<file path="src/rtl/digit_scan_controller.sv">
// -----------------------------------------------------------------------------
// digit_scan_controller
//
// Time-multiplexes a four-digit common-anode display. Each digit owns a slot
// of PRESCALE clock cycles; the first GUARD cycles of every slot keep all
// anodes off so the downstream segment decoder can settle on the new nibble
// before the digit is lit. A new display word is loaded into a pending
// register and only promoted to the visible value at a frame boundary
// (digit 3 -> digit 0), so a single frame never mixes two words.
//
// Ports
//   clk        in   1   system clock, rising edge
//   reset      in   1   asynchronous, active-high reset
//   enable     in   1   1 = scan, 0 = display off
//   value_in   in  16   four nibbles, digit k = value_in[4k+3:4k]
//   load       in   1   single-cycle strobe capturing value_in
//   blank_lz   in   1   1 = suppress leading-zero digits
//   value      out 16   word currently being displayed
//   dig_sel    out  2   index of the active digit, 0 = least significant
//   anode_n    out  4   active-low digit enables, at most one bit low
//   frame_done out  1   one-cycle pulse in the first cycle after a 3->0 wrap
// -----------------------------------------------------------------------------
module digit_scan_controller #(
  parameter int PRESCALE = 50000,
  parameter int GUARD    = 500
) (
  input  logic        clk,
  input  logic        reset,
  input  logic        enable,
  input  logic [15:0] value_in,
  input  logic        load,
  input  logic        blank_lz,
  output logic [15:0] value,
  output logic [1:0]  dig_sel,
  output logic [3:0]  anode_n,
  output logic        frame_done
);

  typedef enum logic [1:0] {
    ST_OFF   = 2'd0,
    ST_GUARD = 2'd1,
    ST_ON    = 2'd2
  } state_t;

  localparam logic [15:0] PRESCALE_LAST = 16'(PRESCALE - 1);
  // Only meaningful when GUARD > 0; the guard state is never entered otherwise.
  localparam logic [15:0] GUARD_LAST    = 16'((GUARD > 0) ? GUARD - 1 : 0);
  // State entered at the start of every slot.
  localparam state_t      SLOT_START    = (GUARD == 0) ? ST_ON : ST_GUARD;

  state_t      state;
  logic [15:0] cnt;
  logic [15:0] pending;
  logic        pending_valid;

  state_t      state_d;
  logic [15:0] cnt_d;
  logic [1:0]  dig_d;
  logic        wrap;
  logic [15:0] value_d;
  logic [15:0] pending_d;
  logic        pending_valid_d;
  logic [3:0]  anode_d;

  // Digit k (k = 1..3) is a leading zero when nibbles k..3 are all zero.
  // Digit 0 is always shown so a zero word still displays "0".
  function automatic logic is_blank(input logic [1:0] dig,
                                    input logic [15:0] val,
                                    input logic blank_en);
    logic lz;
    case (dig)
      2'd1:    lz = (val[15:4]  == 12'h000);
      2'd2:    lz = (val[15:8]  == 8'h00);
      2'd3:    lz = (val[15:12] == 4'h0);
      default: lz = 1'b0;
    endcase
    return blank_en && lz;
  endfunction

  // Next-state and next-output decode. Outputs are computed from the next
  // state so that, once registered, anode_n lines up with dig_sel/cnt in the
  // same cycle and has no combinational path from any input.
  always_comb begin
    // NOTE: every variable gets a default first so no path leaves one
    // unassigned, which would otherwise infer a latch.
    state_d         = state;
    cnt_d           = cnt;
    dig_d           = dig_sel;
    wrap            = 1'b0;
    value_d         = value;
    pending_d       = pending;
    pending_valid_d = pending_valid;
    anode_d         = 4'hF;

    case (state)
      ST_OFF: begin
        cnt_d = 16'd0;
        dig_d = 2'd0;
        if (enable) state_d = SLOT_START;
      end
      ST_GUARD: begin
        if (!enable) begin
          state_d = ST_OFF;
          cnt_d   = 16'd0;
          dig_d   = 2'd0;
        end else begin
          // cnt keeps counting through the guard so the slot length stays
          // PRESCALE regardless of GUARD.
          cnt_d = cnt + 16'd1;
          if (cnt == GUARD_LAST) state_d = ST_ON;
        end
      end
      ST_ON: begin
        if (!enable) begin
          state_d = ST_OFF;
          cnt_d   = 16'd0;
          dig_d   = 2'd0;
        end else if (cnt == PRESCALE_LAST) begin
          state_d = SLOT_START;
          cnt_d   = 16'd0;
          dig_d   = dig_sel + 2'd1;
          wrap    = (dig_sel == 2'd3);
        end else begin
          cnt_d = cnt + 16'd1;
        end
      end
      default: begin
        state_d = ST_OFF;
        cnt_d   = 16'd0;
        dig_d   = 2'd0;
      end
    endcase

    // Nothing is on screen while off, and a frame boundary is the only safe
    // point mid-scan, so those are the two places the visible word changes.
    // A load on that same edge wins over an older pending word.
    if ((state == ST_OFF) || wrap) begin
      if (load)               value_d = value_in;
      else if (pending_valid) value_d = pending;
      pending_valid_d = 1'b0;
    end else if (load) begin
      pending_d       = value_in;
      pending_valid_d = 1'b1;
    end

    if ((state_d == ST_ON) && !is_blank(dig_d, value_d, blank_lz))
      anode_d = ~(4'b0001 << dig_d);
  end

  always_ff @(posedge clk or posedge reset) begin
    if (reset) begin
      state         <= ST_OFF;
      cnt           <= 16'd0;
      dig_sel       <= 2'd0;
      anode_n       <= 4'hF;
      value         <= 16'h0000;
      pending       <= 16'h0000;
      pending_valid <= 1'b0;
      frame_done    <= 1'b0;
    end else begin
      // NOTE: non-blocking assignments here so every register samples the
      // pre-edge values, independent of statement order.
      state         <= state_d;
      cnt           <= cnt_d;
      dig_sel       <= dig_d;
      anode_n       <= anode_d;
      value         <= value_d;
      pending       <= pending_d;
      pending_valid <= pending_valid_d;
      frame_done    <= wrap;
    end
  end

endmodule

</file>
<file path="config.mk">
export PLATFORM = sky130hd
export DESIGN_NAME = digit_scan_controller
export DESIGN_NICKNAME = d
export VERILOG_FILES = /design/src/rtl/digit_scan_controller.sv
export SDC_FILE = /design/constraint.sdc
export NUM_CORES = 1
export LEC_CHECK = 0
export ABC_CLOCK_PERIOD_IN_PS = 2600
export CORE_UTILIZATION = 30
export CTS_BUF_LIST = sky130_fd_sc_hd__clkbuf_2 sky130_fd_sc_hd__clkbuf_4 sky130_fd_sc_hd__clkbuf_8
export DETAILED_ROUTE_END_ITERATION = 16
export PLACE_DENSITY = 0.47
export SYNTH_ARGS = -nofsm -noshare
export SYNTH_HDL_FRONTEND = slang
export SYNTH_SLANG_ARGS = --single-unit
</file>
<file path="constraint.sdc">
create_clock -name clk -period 2.6 [get_ports clk]
set_clock_uncertainty 0.15 [all_clocks]
set_input_delay 0.78 -clock clk [delete_from_list [all_inputs] [get_ports clk]]
set_output_delay 0.78 -clock clk [all_outputs]
set_load 0.005 [all_outputs]
</file>
==> impl_results.md <==
- CTS tree: built
- Cells after synthesis: approximately 260
- First-pass GRT wire length: around 11,000 um
- Via count: about 2,200
- Vias in the first global route: between 2,000 and 2,500
- Largest net degree at the start of global routing: 23
- Avg WL per Cell: between 10 and 15 um
- Proportion of netlist area held by the largest area contributor: just under 50%
- CTS sink cnt: 58
- Hold Crit Class: flop to flop
- CP peak stage delay: 0.56 ns
- Fraction of registers with async set or reset after synthesis: 100.0%
- Routed Antenna Nets: 0
- WP data arrival: ~2.6 ns
- EDFF count, synth: 0
- Worst-Margin Slew: about 0.47 ns
- Syn_area_per_cell: 10.89 sq um
- Share of cells above drive strength 1: between 20% and 30%
- Setup TNS Final: 0 ns
- Worst-Skew Late Latency: approximately 0.33 ns
- Crit path cell chain: ha_2, and3_4, and4_4, a21oi_4, nor2_4, a2bb2oi_2, or4_4, buf_4, nand4_1
- Worst path slowest cell: or4_4
- Hold_ws: 0.3123 ns
- Synthesis-to-layout area growth: 38.80%
- Hold Vio Cnt, Final: 0
- Status: finished with violations
- HPWL Detailed: 4792 um
- Initial antenna violation count: 0
- Synth unique cells: 53
- RSZ-0062 raised after global routing: yes
- DR vias/cell: a little under 5
- Final core occ: between 40% and 50%
- Hold_buf cts: 0
- Final setup violation count: 0
- Worst Path Required: between 2 and 3 ns
- Top-count cell post-synth: dfrtp_1
- Antenna Cells: 0
- DIE AREA: just under 10,000 sq um
- TritonCTS Buffers: 9
- Initial Util: around a third
- Design Power: 3.324 mW
- RD Place Congestion: ~0.76
- Fmax achieved: about 400 MHz
- Register area share after synthesis: roughly 52%
- Warning count from the yosys run: 0
- Die width: 98.20 um
- Critical path class: flop to flop
- PwrDens: 862.4 nW/um^2
- # IOs: 44
- LEAKAGE: approximately 1.6 nW
- Initial DRT Pass Iterations: 10
- Max clock buf depth: 2
- Largest vdd supply drop: 302.1 uV
- Core Region: 8848 sq um
- Chip Height: 98.20 um
- GRT overflow: 0
- Layout Cells excl Fill: 451
- MaxCap Viol Count: 0
- Inst Count DP: roughly 430
- GRT Overall Usage: between 10% and 20%
- Final nets: approximately 370
- Failing checks: design-rule violations
- Netlist Area Pre-Place: ~2800 sq um
- Most common flop cell mapped by yosys: dfrtp_1
- H-tree levels: 3
- Crit end category: flop
- Final Slew Violations: 0
- CTS root buf: clkbuf_8
- Area leader, netlist: dfrtp_1
- DRC: 3
- Critical path peak fanout: 7
- Top cells by area, synth: dfrtp_1 (49%), mux2_2 (4.9%), nor2_1 (4.2%)
- Headroom to the max-slew limit: around 69%
- Syn Nets: 282
- WL final: about 6600 um
- Crit share post-route: a little over nine tenths
- Setup crit start kind: flop
- Clock-pin slew on the worst setup and hold paths: around 0.060 ns
- Most frequent cells after synthesis: dfrtp_1 (54), nor2_1 (31), nand3_1 (20)
- Fillers: between 800 and 900
- IO buf count: 43
- Minimum clock period: between 2 and 2.5 ns
- Site Rows: 34
- 1st-iter DRT viols: 78
- Flops & latches, synth: a little under 60
-- timing repair --
action	in CTS	in global routing
setup buffers	0	2
gates resized for setup	4	15
pin swaps	2	8
setup endpoints to repair	1	3
cloned	1	0
-- area by class of cell --
type	instances	area (sq um)	area share, %
repair buffers	79	743.2	19.29
multi-input cells	181	1292	33.54
well taps	108	135.1	3.507
clock buffers	10	131.4	3.409
clock inverters	6	57.56	1.494
flip-flops and latches	58	1458	37.82
inverters	9	36.28	0.9416
-- critical path: cells and delay by family, from the launching register on --
family | cells | cell delay (ns)
AOI/OAI and AO/OA | 2 | 0.44
adders and majority gates | 1 | 0.19
buffers and inverters | 1 | 0.15
and+or+nand+nor | 5 | 1.11
DFF | 1 | 0.40
-- where the power goes --
| group | switching, mW | internal (mW) | total [mW] |
|---|---|---|---|
| clock | 0.358 | 0.446 | 0.804 |
| sequential | 0.163 | 1.17 | 1.33 |
| combinational | 0.512 | 0.673 | 1.19 |
-- routing by layer --
| metal | up-vias | share of wire, % | global-route usage [%] |
|---|---|---|---|
| met3 | 9 | 4.1 | 3.006 |
| met1 | 1067 | 50 | 20.54 |
| met5 | - | 0 | 0 |
| li1 | 1089 | - | - |
| met2 | 52 | 44 | 21.83 |
| met4 | 0 | 1.7 | 5.855 |
-- flip-flops by register name (all words and copies together) (netlist names) --
register,flops
pending_valid,1
dig_sel,2
value,16
frame_done,1
cnt,16
anode_n,4
state,2
pending,16
-- stage by stage --
stage               worst slack (ns)  cell area (sq um)
detailed placement           -0.3838               3583
CTS                         0.005462               3799
finish                        0.1163               3854
floorplan                    0.03211               2776
global route               -0.002395               3854
global placement             -0.3791               3583
-- final timing paths --
path                       slack (ns)  cells after the start        startpoint                    to
max                              0.12                      9  cnt[0]$_DFF_PP0_  anode_n[3]$_DFF_PP1_
min                              0.31                      1  cnt[0]$_DFF_PP0_      cnt[0]$_DFF_PP0_
max reg2reg                      0.12                      9  cnt[0]$_DFF_PP0_  anode_n[3]$_DFF_PP1_
min reg2reg                      0.31                      1  cnt[0]$_DFF_PP0_      cnt[0]$_DFF_PP0_
max in group asynchronous        1.19                      3             reset     cnt[13]$_DFF_PP0_
min in group asynchronous        0.63                      2             reset    value[9]$_DFF_PP0_
-- layout by cell type (no fill, tap or decap), drive strengths merged, types with 3 or more instances in the layout --
master,instances
nor3,4
a21oi,15
dfstp,4
mux2,16
dfrtp,54
nand4,7
clkinv,4
inv,9
a2bb2oi,3
xnor2,9
o31ai,3
clkdlybuf4s50,41
nand2,12
buf,36
clkbuf,10
nand3,20
or4,3
o21ai,7
xor2,6
ha,6
and3,3
o22ai,11
nor2,32
-- cells by family after synthesis --
logic type	Yosys count	share of synthesized area, %
mux	17	6.850
compound gates	47	11.72
buf+inv	17	3.064
flops	58	52.46
fa+ha+maj	6	2.704
xor+xnor	15	4.732
simple gates	95	18.48
Note: power is estimated with default switching activity, not from simulation.
